===== config.mk =====
export PLATFORM = sky130hd
export DESIGN_NAME = stack_port_arbiter_flat
export DESIGN_NICKNAME = d
export VERILOG_FILES = /design/src/rtl/stack_port_arbiter_if.sv /design/src/rtl/stack_port_arbiter.sv /design/src/flat_wrapper.sv
export SDC_FILE = /design/constraint.sdc
export NUM_CORES = 1
export LEC_CHECK = 0
export ABC_AREA = 1
export BUFFER_PORTS_ARGS = -buffer_cell sky130_fd_sc_hd__clkbuf_2
export CORE_ASPECT_RATIO = 0.6
export CORE_MARGIN = 2
export CORE_UTILIZATION = 50
export CTS_BUF_LIST = sky130_fd_sc_hd__clkbuf_4
export DETAILED_ROUTE_END_ITERATION = 12
export GPL_TIMING_DRIVEN = 0
export PLACE_DENSITY = 0.88
export SLEW_MARGIN = 20
export SYNTH_ARGS = -nofsm -noshare
export SYNTH_HDL_FRONTEND = slang
export SYNTH_SLANG_ARGS = --single-unit

===== constraint.sdc =====
create_clock -name clk -period 2 [get_ports clk]
set_input_delay 0 -clock clk [delete_from_list [all_inputs] [get_ports clk]]
set_output_delay 0 -clock clk [all_outputs]
set_load 0.005 [all_outputs]

===== src/rtl/stack_port_arbiter_if.sv =====
// Client-side bus of the stack port arbiter: two requesters A and B
// plus the shared response data and error flag.
interface stack_port_arbiter_if #(
  parameter int DW = 4,
  parameter int IW = 3
);
  logic          req_a;
  logic [1:0]    cmd_a;
  logic [IW-1:0] idx_a;
  logic [DW-1:0] wdata_a;
  logic          ack_a;
  logic          rvalid_a;
  logic          req_b;
  logic [1:0]    cmd_b;
  logic [IW-1:0] idx_b;
  logic [DW-1:0] wdata_b;
  logic          ack_b;
  logic          rvalid_b;
  logic [DW-1:0] rdata;
  logic          rerr;

  modport master (
    output req_a, cmd_a, idx_a, wdata_a,
    output req_b, cmd_b, idx_b, wdata_b,
    input  ack_a, rvalid_a, ack_b, rvalid_b,
    input  rdata, rerr
  );

  modport slave (
    input  req_a, cmd_a, idx_a, wdata_a,
    input  req_b, cmd_b, idx_b, wdata_b,
    output ack_a, rvalid_a, ack_b, rvalid_b,
    output rdata, rerr
  );
endinterface


===== src/rtl/stack_port_arbiter.sv =====
// Two-client arbiter/sequencer for a shared circular stack.
// Define STACK_ARB_FIXED_PRIO_EN for fixed priority (A wins) instead of round-robin.
module stack_port_arbiter #(
  parameter int DEPTH = 5,
  parameter int DW    = 4,
  parameter int IW    = 3
) (
  input  logic          clk,
  input  logic          reset,
  stack_port_arbiter_if.slave cl,
  output logic [1:0]    stk_cmd,
  output logic [IW-1:0] stk_index,
  output logic [DW-1:0] stk_wdata,
  output logic          stk_wen,
  input  logic [DW-1:0] stk_rdata,
  output logic          stk_clr
);

  localparam int CW = $clog2(DEPTH + 1);
  localparam int XW = (IW > CW) ? IW : CW;

  localparam logic [1:0] C_NOP  = 2'b00;
  localparam logic [1:0] C_PUSH = 2'b01;
  localparam logic [1:0] C_POP  = 2'b10;
  localparam logic [1:0] C_GET  = 2'b11;

  typedef enum logic [1:0] {
    S_IDLE,
    S_ISSUE,
    S_RESP
  } state_t;

  state_t state_q, state_d;

  logic [CW-1:0] count;
  logic          owner_b;
  logic [1:0]    cmd_q;
  logic [IW-1:0] idx_q;
  logic [DW-1:0] wdata_q;
  logic          err_q;
  logic [DW-1:0] rdata_q;

  logic          grant_a, grant_b;
  logic          idle, hs, pass;
  logic [1:0]    sel_cmd;
  logic [IW-1:0] sel_idx;
  logic [DW-1:0] sel_wdata;
  logic          sel_err;
  logic [XW-1:0] idx_x, cnt_x;

`ifdef STACK_ARB_FIXED_PRIO_EN
  assign grant_a = cl.req_a;
  assign grant_b = cl.req_b & ~cl.req_a;
`else
  // last_b: 1 when B owned the most recent handshake
  logic last_b;

  assign grant_a = cl.req_a & (~cl.req_b | last_b);
  assign grant_b = cl.req_b & (~cl.req_a | ~last_b);

  always_ff @(posedge clk) begin
    if (!reset) begin
      last_b <= 1'b1;
    end else if (hs) begin
      last_b <= grant_b;
    end
  end
`endif

  assign idle = (state_q == S_IDLE);
  assign hs   = idle & reset & (grant_a | grant_b);

  assign cl.ack_a = idle & reset & grant_a;
  assign cl.ack_b = idle & reset & grant_b;

  assign sel_cmd   = grant_b ? cl.cmd_b   : cl.cmd_a;
  assign sel_idx   = grant_b ? cl.idx_b   : cl.idx_a;
  assign sel_wdata = grant_b ? cl.wdata_b : cl.wdata_a;

  assign idx_x = XW'(sel_idx);
  assign cnt_x = XW'(count);

  always_comb begin
    sel_err = 1'b0;
    unique case (1'b1)
      sel_cmd == C_PUSH: sel_err = (count == CW'(DEPTH));
      sel_cmd == C_POP:  sel_err = (count == '0);
      sel_cmd == C_GET:  sel_err = (idx_x >= cnt_x);
      default:           sel_err = 1'b0;
    endcase
  end

  // Rejected ops and NOPs skip ISSUE so they never touch the stack
  assign pass = (sel_cmd != C_NOP) & ~sel_err;

  always_ff @(posedge clk) begin
    if (!reset) begin
      state_q <= S_IDLE;
    end else begin
      state_q <= state_d;
    end
  end

  always_comb begin
    state_d = state_q;
    unique case (state_q)
      S_IDLE: begin
        if (hs) begin
          state_d = pass ? S_ISSUE : S_RESP;
        end
      end
      S_ISSUE: state_d = S_RESP;
      S_RESP:  state_d = S_IDLE;
      default: state_d = S_IDLE;
    endcase
  end

  always_ff @(posedge clk) begin
    stk_clr <= ~reset;
  end

  always_ff @(posedge clk) begin
    if (!reset) begin
      count   <= '0;
      owner_b <= 1'b0;
      cmd_q   <= C_NOP;
      idx_q   <= '0;
      wdata_q <= '0;
      err_q   <= 1'b0;
      rdata_q <= '0;
    end else begin
      if (hs) begin
        owner_b <= grant_b;
        cmd_q   <= sel_cmd;
        idx_q   <= sel_idx;
        wdata_q <= sel_wdata;
        err_q   <= sel_err;
        if (!pass) begin
          rdata_q <= '0;
        end
      end
      if (state_q == S_ISSUE) begin
        unique case (cmd_q)
          C_PUSH: begin
            count   <= count + CW'(1);
            rdata_q <= '0;
          end
          C_POP: begin
            count   <= count - CW'(1);
            rdata_q <= stk_rdata;
          end
          C_GET: begin
            rdata_q <= stk_rdata;
          end
          default: begin
            rdata_q <= '0;
          end
        endcase
      end
    end
  end

  always_comb begin
    stk_cmd   = C_NOP;
    stk_index = '0;
    stk_wdata = '0;
    stk_wen   = 1'b0;
    if (state_q == S_ISSUE) begin
      stk_cmd = cmd_q;
      if (cmd_q == C_GET) begin
        stk_index = idx_q;
      end
      if (cmd_q == C_PUSH) begin
        stk_wen   = 1'b1;
        stk_wdata = wdata_q;
      end
    end
  end

  assign cl.rvalid_a = (state_q == S_RESP) & ~owner_b;
  assign cl.rvalid_b = (state_q == S_RESP) & owner_b;
  assign cl.rerr     = (state_q == S_RESP) & err_q;
  assign cl.rdata    = rdata_q;

endmodule


===== src/flat_wrapper.sv =====
// flat-port wrapper written by rule: the top's interface ports become plain ports
module stack_port_arbiter_flat 
#(
  parameter int DEPTH = 5,
  parameter int DW    = 4,
  parameter int IW    = 3
)
  (clk, reset, stk_cmd, stk_index, stk_wdata, stk_wen, stk_rdata, stk_clr, cl_req_a, cl_cmd_a, cl_idx_a, cl_wdata_a, cl_req_b, cl_cmd_b, cl_idx_b, cl_wdata_b, cl_ack_a, cl_rvalid_a, cl_ack_b, cl_rvalid_b, cl_rdata, cl_rerr);
  stack_port_arbiter_if #(.DW(DW), .IW(IW)) cl_i ();
  input  logic clk;
  input  logic reset;
  output logic [1:0] stk_cmd;
  output logic [IW-1:0] stk_index;
  output logic [DW-1:0] stk_wdata;
  output logic stk_wen;
  input  logic [DW-1:0] stk_rdata;
  output logic stk_clr;
  input wire logic [$bits(cl_i.req_a)-1:0] cl_req_a;
  input wire logic [$bits(cl_i.cmd_a)-1:0] cl_cmd_a;
  input wire logic [$bits(cl_i.idx_a)-1:0] cl_idx_a;
  input wire logic [$bits(cl_i.wdata_a)-1:0] cl_wdata_a;
  input wire logic [$bits(cl_i.req_b)-1:0] cl_req_b;
  input wire logic [$bits(cl_i.cmd_b)-1:0] cl_cmd_b;
  input wire logic [$bits(cl_i.idx_b)-1:0] cl_idx_b;
  input wire logic [$bits(cl_i.wdata_b)-1:0] cl_wdata_b;
  output wire logic [$bits(cl_i.ack_a)-1:0] cl_ack_a;
  output wire logic [$bits(cl_i.rvalid_a)-1:0] cl_rvalid_a;
  output wire logic [$bits(cl_i.ack_b)-1:0] cl_ack_b;
  output wire logic [$bits(cl_i.rvalid_b)-1:0] cl_rvalid_b;
  output wire logic [$bits(cl_i.rdata)-1:0] cl_rdata;
  output wire logic [$bits(cl_i.rerr)-1:0] cl_rerr;
  assign cl_i.req_a = cl_req_a;
  assign cl_i.cmd_a = cl_cmd_a;
  assign cl_i.idx_a = cl_idx_a;
  assign cl_i.wdata_a = cl_wdata_a;
  assign cl_i.req_b = cl_req_b;
  assign cl_i.cmd_b = cl_cmd_b;
  assign cl_i.idx_b = cl_idx_b;
  assign cl_i.wdata_b = cl_wdata_b;
  assign cl_ack_a = cl_i.ack_a;
  assign cl_rvalid_a = cl_i.rvalid_a;
  assign cl_ack_b = cl_i.ack_b;
  assign cl_rvalid_b = cl_i.rvalid_b;
  assign cl_rdata = cl_i.rdata;
  assign cl_rerr = cl_i.rerr;
  stack_port_arbiter #(.DEPTH(DEPTH), .DW(DW), .IW(IW)) u_core (.clk(clk), .reset(reset), .cl(cl_i), .stk_cmd(stk_cmd), .stk_index(stk_index), .stk_wdata(stk_wdata), .stk_wen(stk_wen), .stk_rdata(stk_rdata), .stk_clr(stk_clr));
endmodule

==> reports/summary.txt, run 1 <==
Sw frac: 0.330
Crit path kind: flip-flop to flip-flop
Die height: 42.2 um
Int Pwr: 709 uW
EDFF count, synth: 0
Clock power share: 0.193
CORE AREA: 2230 um2
Number of H-tree levels: 1
Setup Viol. Count Final: 0
Post-synthesis sequential area ratio: 0.362
WHS Endpoint: u_core.last_b
Endpoint of the worst register-to-register path: u_core.cl.rdata[0]
Peak VDD IR: 0.314 mV
Design Area, Final: 1780 um2
Commonest non-fill, non-tap cells in the layout: clkbuf_2 (45), nand2_1 (35), nor2_1 (21), dfxtp_1 (21), dlygate4sd3_1 (18)
Fin nets: 275
Setup TNS: 0 ns
Critical path endpoint category: flip-flop
Worst path bufs/invs: 2
Largest net degree at the start of global routing: 12
CTS Buffer Depth: 2
CTS tree: built
N_diodes: 0
Routed WL: 3.54 mm
Tmin final: 1.99 ns
Yosys cell types: 25
Initial drt markers: 98
Total CTS buffers: 3
Maximum clock rate: 0.502 GHz
Hold/Removal Path Class: primary input to flip-flop
Worst r2r src: u_core.last_b
Die area: 2860 um2
Least-Margin Pin Slew: 0.434 ns
Post-detail-place hpwl: 2.29 mm
Fin crit share: 0.996
Initial Utilization: 0.546
I/O pin cnt: 46
Synth Flop Type: dfxtp_1
RSZ-0062 raised after global routing: true
GRT Resource Usage Total: 0.242
Final hold vios: 0
Register bit total from synthesis: 22
Critical Path AT: 2.23 ns
Maxcap violations: 0
Pre-antenna DRT Iters: 4
Routability cong.: 0.832
Ys Warns: 0
WHS: 0.0643 ns
Layout cells sized above 1: 0.354
Cell family contributing the most delay on the critical path: simple AND/OR/NAND/NOR gates
Layout area overhead: 46.5%
Crit Path Max Fanout: 7
CTS clock-pin slew for the worst setup and hold paths: 0.12 ns
Final ANT Viol Nets: 0
Routed length per instance: 13.1 um
Startpoint Class: flip-flop
Syn nets: 203
Remaining Overflow, GRT: 0
Dpl cell area: 1480 um2
Die Span X: 67.7 um
Pwr Total: 1.06 mW
Port Buffers: 45
Post-route DRC: 0
Cell repeated most along the worst path: nand2_2
Worst R2R Path Depth: 16
Net switching power: 350 uW
Slew headroom: 0.711
Critical-path cell list: nand2_2 > nand2_2 > buf_8 > inv_6 > nand2_2 > nand2_2 > ha_4 > a21oi_2 > nand3_2 > nand2_1 > nand3_1 > nand2_2 > nand2_2 > nand2_4 > nand2_2 > a21oi_2
Crit path from: u_core.last_b
Hold path startpoint: cl_req_b
Power share of the combinational group: 0.334
FP Rows: 13
Worst Skew: 0.00948 ns
Initial antenna violation count: 0
Commonest non-fill, non-tap cell in the layout: clkbuf_2
Sequential share of power: 0.473
Reg2Reg Setup Slack: 0.008 ns
Clk sinks: 22
CP required: 2.24 ns
Vias in the first global route: 1,192
Via Count: 1,430
Async set or reset register ratio after synthesis: 0
Status: complete, no violations
Root Driver: clkbuf_4
Mapped Cells: 170
Max Slew Vio Count: 0
Power per cell area: 594 nW/um2
Post-Syn Area: 1220 um2
Leak: 0.831 nW
Clk_lat worst skew: 0.31 ns
First-pass GRT wire length: 5.20 mm
Avg Inst Size Synth: 7.15 um2
Slowest cell on the critical path: dfxtp_2
Vias/cell: 5.30
Hold Path Depth: 3
Slowest stage delay, CP: 0.35 ns
[registers in the layout (all words and copies together) (netlist names)]
signal,cells
u_core.err_q,1
u_core.cl.rdata,4
u_core.state_q,2
u_core.last_b,1
u_core.cnt_x,3
u_core.owner_b,1
u_core.stk_clr,1
u_core.wdata_q,4
u_core.idx_q,3
u_core.cmd_q,2
[per-layer routing]
layer / up-vias / wire, um / share of wire / track usage
met3: 16 / 340 / 0.096 / 0.0618
met2: 99 / 1500 / 0.42 / 0.357
met1: 622 / 1570 / 0.44 / 0.344
met5: - / 0 / 0 / 0
met4: 0 / 129 / 0.036 / 0.0694
li1: 693 / - / - / -
[kinds of logic (layout without fill, tap and decap cells)]
logic type | Yosys count | in the layout | share of synthesized area
adders and majority gates | 7 | 7 | 0.0782
buffers and inverters | 22 | 92 | 0.0854
muxes | 1 | 1 | 0.00823
DFF | 22 | 22 | 0.362
and+or+nand+nor | 83 | 83 | 0.311
AOI/OAI and AO/OA | 35 | 35 | 0.155
[power by group through the flow]
stage	clock network, mW	registers, mW	logic, mW
2_1_floorplan	0	0.502	0.184
6_report	0.204	0.501	0.354
3_3_place_gp	0	0.505	0.254
5_1_grt	0.218	0.504	0.386
3_5_place_dp	0	0.506	0.262
4_1_cts	0.205	0.497	0.308
[layout make-up]
type / instances / area [um2]
Multi-Input combinational cell: 126 / 736
Clock buffer: 3 / 22.5
Buffer: 4 / 33.8
Inverter: 18 / 75.1
Fill cell: 150 / 447
Sequential cell: 22 / 442
Tap cell: 30 / 37.5
Timing Repair Buffer: 67 / 435
[what timing repair did]
item,CTS,global route
hold buffers,18,0
pin swaps,1,6
setup buffers,1,3
endpoints found under the setup margin,4,8
resized for setup,3,14
hold endpoints to repair,11,0
gates cloned,0,0
[per-stage QoR]
stage | utilization | instances | setup slack [ns]
after CTS | 0.766 | 267 | 0.0411
final | 0.800 | 270 | 0.00809
after global routing | 0.800 | 270 | -0.0704
after detailed placement | 0.664 | 245 | -0.00184
after floorplan | - | 170 | 0.227
after global placement | 0.664 | 245 | 0.0498
[worst reg2reg max path, stage by stage, from the launching register on]
cell and delay [ns]:
dfxtp_2 0.35, nand2_2 0.06, nand2_2 0.10, buf_8 0.14, inv_6 0.05, nand2_2 0.06, nand2_2 0.07, ha_4 0.23
a21oi_2 0.16, nand3_2 0.09, nand2_1 0.06, nand3_1 0.07, nand2_2 0.10, nand2_2 0.07, nand2_4 0.09, nand2_2 0.06
a21oi_2 0.15
[Yosys cell counts (all sizes together) (2+ instances only)]
master,number,area [um2]
buf,2,22.5
ha,6,75.1
nor2,24,100
dfxtp,22,440
a21oi,15,78.8
o21ai,13,65.1
inv,17,68.8
clkbuf,2,7.51
nand2,49,226
nand3,8,40.0
a31oi,6,37.5
[how the worst max path moves through the flow]
stage,endpoint,slack [ns],depth (start not counted)
floorplan,u_core.cl.rdata[0],0.23,16
global placement,u_core.cl.rdata[1],0.05,16
detailed placement,u_core.cl.rdata[1],-0.002,16
CTS,u_core.cl.rdata[1],0.04,16
global route,u_core.cl.rdata[0],-0.07,16
finish,u_core.cl.rdata[0],0.008,16
Power figures use the tool's default switching activity.
==> inputs of run 2 (changes only) <==
--- a/config.mk
+++ b/config.mk
@@ -13,7 +13,9 @@
 export CTS_BUF_LIST = sky130_fd_sc_hd__clkbuf_4
 export DETAILED_ROUTE_END_ITERATION = 12
 export GPL_TIMING_DRIVEN = 0
+export MAX_ROUTING_LAYER = met4
 export PLACE_DENSITY = 0.88
+export RECOVER_POWER = 25
 export SLEW_MARGIN = 20
 export SYNTH_ARGS = -nofsm -noshare
 export SYNTH_HDL_FRONTEND = slang
==> run 2 against run 1 <==
Against the previous run: critical path depth down 1; register-to-register slack about the same; die area unchanged; sequential cell count unchanged; sequential share of layout area unchanged; setup slack better by 0.0083 ns; critical endpoint unchanged; global-route usage up 0.73 points.
==> reports/summary.txt, run 2 (synthesis gave the netlist of run 1 again) <==
Clk sinks: 22 (unchanged)
Slew headroom: 0.705 (was 0.711)
Hold/Removal Path Class: primary input to flip-flop (unchanged)
Met1 WL: 1.62 mm (was 1.57 mm)
Maximum clock rate: 0.504 GHz (was 0.502 GHz)
Root Driver: clkbuf_4 (unchanged)
PnR worst setup slack: 0.0164 ns (was 0.00809 ns)
Status: complete, no violations (unchanged)
Final ANT Viol Nets: 0 (unchanged)
Net switching power: 349 uW (was 350 uW)
CP required: 2.24 ns (about the same)
CTS Buffer Depth: 2 (unchanged)
Tmin final: 1.98 ns (was 1.99 ns)
Clock power share: 0.193 (about the same)
Cell repeated most along the worst path: nand2_2 (unchanged)
Highest metal used: met4 (unchanged)
Int Pwr: 709 uW (about the same)
N_diodes: 0 (unchanged)
I/O pin cnt: 46 (unchanged)
Post-route insts no fill: 270 (unchanged)
Critical-path cell list: nand2_2 > nand2_2 > buf_8 > mux2i_2 > ha_1 > inv_1 > nand3_1 > nand3_2 > nand2_1 > nand3_1 > nand2_2 > nand2_2 > nand2_4 > nand2_2 > a21oi_2 (was nand2_2 > nand2_2 > buf_8 > inv_6 > nand2_2 > nand2_2 > ha_4 > a21oi_2 > nand3_2 > nand2_1 > nand3_1 > nand2_2 > nand2_2 > nand2_4 > nand2_2 > a21oi_2)
Sequential share of power: 0.473 (about the same)
Layout area overhead: 46.5% (unchanged)
Die area: 2860 um2 (unchanged)
Sw frac: 0.330 (about the same)
Commonest non-fill, non-tap cell in the layout: clkbuf_2 (unchanged)
Clk_lat worst skew: 0.31 ns (about the same)
Startpoint Class: flip-flop (unchanged)
Power share of the combinational group: 0.334 (about the same)
Slowest stage delay, CP: 0.35 ns (about the same)
Via Count: 1,424 (was 1,430)
Routability cong.: 0.845 (was 0.832)
Crit path kind: flip-flop to flip-flop (unchanged)
Met2 routed WL: 1.52 mm (was 1.50 mm)
Total CTS buffers: 3 (unchanged)
Remaining Overflow, GRT: 0 (unchanged)
Die height: 42.2 um (unchanged)
Fin nets: 275 (unchanged)
Critical Path AT: 2.23 ns (about the same)
First-pass GRT wire length: 5.21 mm (was 5.20 mm)
Met3 wire length: 282 um (was 340 um)
Worst path bufs/invs: 2 (unchanged)
Pre-antenna DRT Iters: 4 (unchanged)
Final hold vios: 0 (unchanged)
Routed WL: 3.52 mm (was 3.54 mm)
Vias/cell: 5.27 (was 5.30)
CORE AREA: 2230 um2 (unchanged)
Die Span X: 67.7 um (unchanged)
GRT Resource Usage Total: 0.249 (was 0.242)
Fin crit share: 0.992 (was 0.996)
Pre-CTS WS: -0.00184 ns (unchanged)
Max Slew Vio Count: 0 (unchanged)
Commonest non-fill, non-tap cells in the layout: clkbuf_2 (45), nand2_1 (35), nor2_1 (21), dfxtp_1 (21), dlygate4sd3_1 (18) (unchanged)
Routed length per instance: 13.1 um (about the same)
RSZ-0062 raised after global routing: true (unchanged)
Maxcap violations: 0 (unchanged)
Layout cells sized above 1: 0.354 (unchanged)
CTS clock-pin slew for the worst setup and hold paths: 0.12 ns (about the same)
FP Rows: 13 (unchanged)
Post-detail-place hpwl: 2.29 mm (unchanged)
Port Buffers: 45 (unchanged)
Initial Utilization: 0.546 (unchanged)
Number of H-tree levels: 1 (unchanged)
Largest net degree at the start of global routing: 12 (unchanged)
Crit Path Max Fanout: 7 (unchanged)
Cell family contributing the most delay on the critical path: simple AND/OR/NAND/NOR gates (unchanged)
Power per cell area: 594 nW/um2 (about the same)
Peak VDD IR: 0.314 mV (about the same)
Slowest cell on the critical path: dfxtp_2 (unchanged)
Initial antenna violation count: 0 (unchanged)
Initial drt markers: 115 (was 98)
Final Util: 0.800 (unchanged)
Critical path endpoint category: flip-flop (unchanged)
Leak: 0.831 nW (unchanged)
CTS tree: built (unchanged)
Vias in the first global route: 1,189 (was 1,192)
Least-Margin Pin Slew: 0.442 ns (was 0.434 ns)
Post-route DRC: 0 (unchanged)
Placed cells: 245 (unchanged)
Worst Skew: 0.00894 ns (was 0.00948 ns)
Setup Viol. Count Final: 0 (unchanged)
run 2: cell counts in the layout (fill, tap and decap cells not counted):
Identical to the previous run, type by type.
run 2: worst paths after layout:
check | from | end | slack, ns | depth (start not counted)
max reg2reg | u_core.last_b | u_core.cl.rdata[0] | 0.02 | 15
min reg2reg | u_core.cnt_x[2] | u_core.cnt_x[2] | 0.47 | 1
min | cl_req_b | u_core.last_b | 0.06 | 3
max | u_core.last_b | u_core.cl.rdata[0] | 0.02 | 15
run 2: final cells by class:
| class | instances | area [um2] |
|---|---|---|
| Multi-Input combinational cell | 126 | 736 |
| Fill cell | 150 | 447 |
| Sequential cell | 22 | 442 |
| Timing Repair Buffer | 67 | 435 |
| Inverter | 18 | 75.1 |
| Tap cell | 30 | 37.5 |
| Buffer | 4 | 33.8 |
| Clock buffer | 3 | 22.5 |
run 2: power groups by stage:
stage	Clock [mW]	Sequential (mW)	Combinational [mW]
after floorplan	0	0.502	0.184
after CTS	0.205	0.497	0.308
after global routing	0.218	0.504	0.386
after global placement	0	0.505	0.254
final	0.204	0.500	0.353
after detailed placement	0	0.506	0.262
run 2: what timing repair did:
action | in CTS | in global routing
hold endpoints to repair | 11 | 0
endpoints found under the setup margin | 4 | 7
gates resized for setup | 3 | 14
setup buffers | 1 | 3
hold buffers | 18 | 0
pin swaps | 1 | 6
run 2: routing by layer:
metal	GRT usage	up-vias
met5	-	-
met4	0.0694	0
met3	0.0591	16
met2	0.357	81
met1	0.347	634
li1	-	693
run 2: through the flow:
step | setup TNS, ns | hold slack [ns] | total power [mW] | instance area [um2]
6_report | 0 | 0.0646 | 1.06 | 1780
2_1_floorplan | 0 | 0.0647 | 0.686 | 1220
3_3_place_gp | 0 | 0.242 | 0.759 | 1480
4_1_cts | 0 | 0.0686 | 1.01 | 1710
3_5_place_dp | -0.00259 | 0.241 | 0.768 | 1480
5_1_grt | -0.160 | 0.0952 | 1.11 | 1780
run 2: worst register-to-register path, stage by stage, from the launching register on:
cell	delay (ns)
dfxtp_2	0.35
nand2_2	0.06
nand2_2	0.10
buf_8	0.14
mux2i_2	0.24
ha_1	0.18
inv_1	0.05
nand3_1	0.09
nand3_2	0.09
nand2_1	0.06
nand3_1	0.07
nand2_2	0.10
nand2_2	0.07
nand2_4	0.09
nand2_2	0.06
a21oi_2	0.15
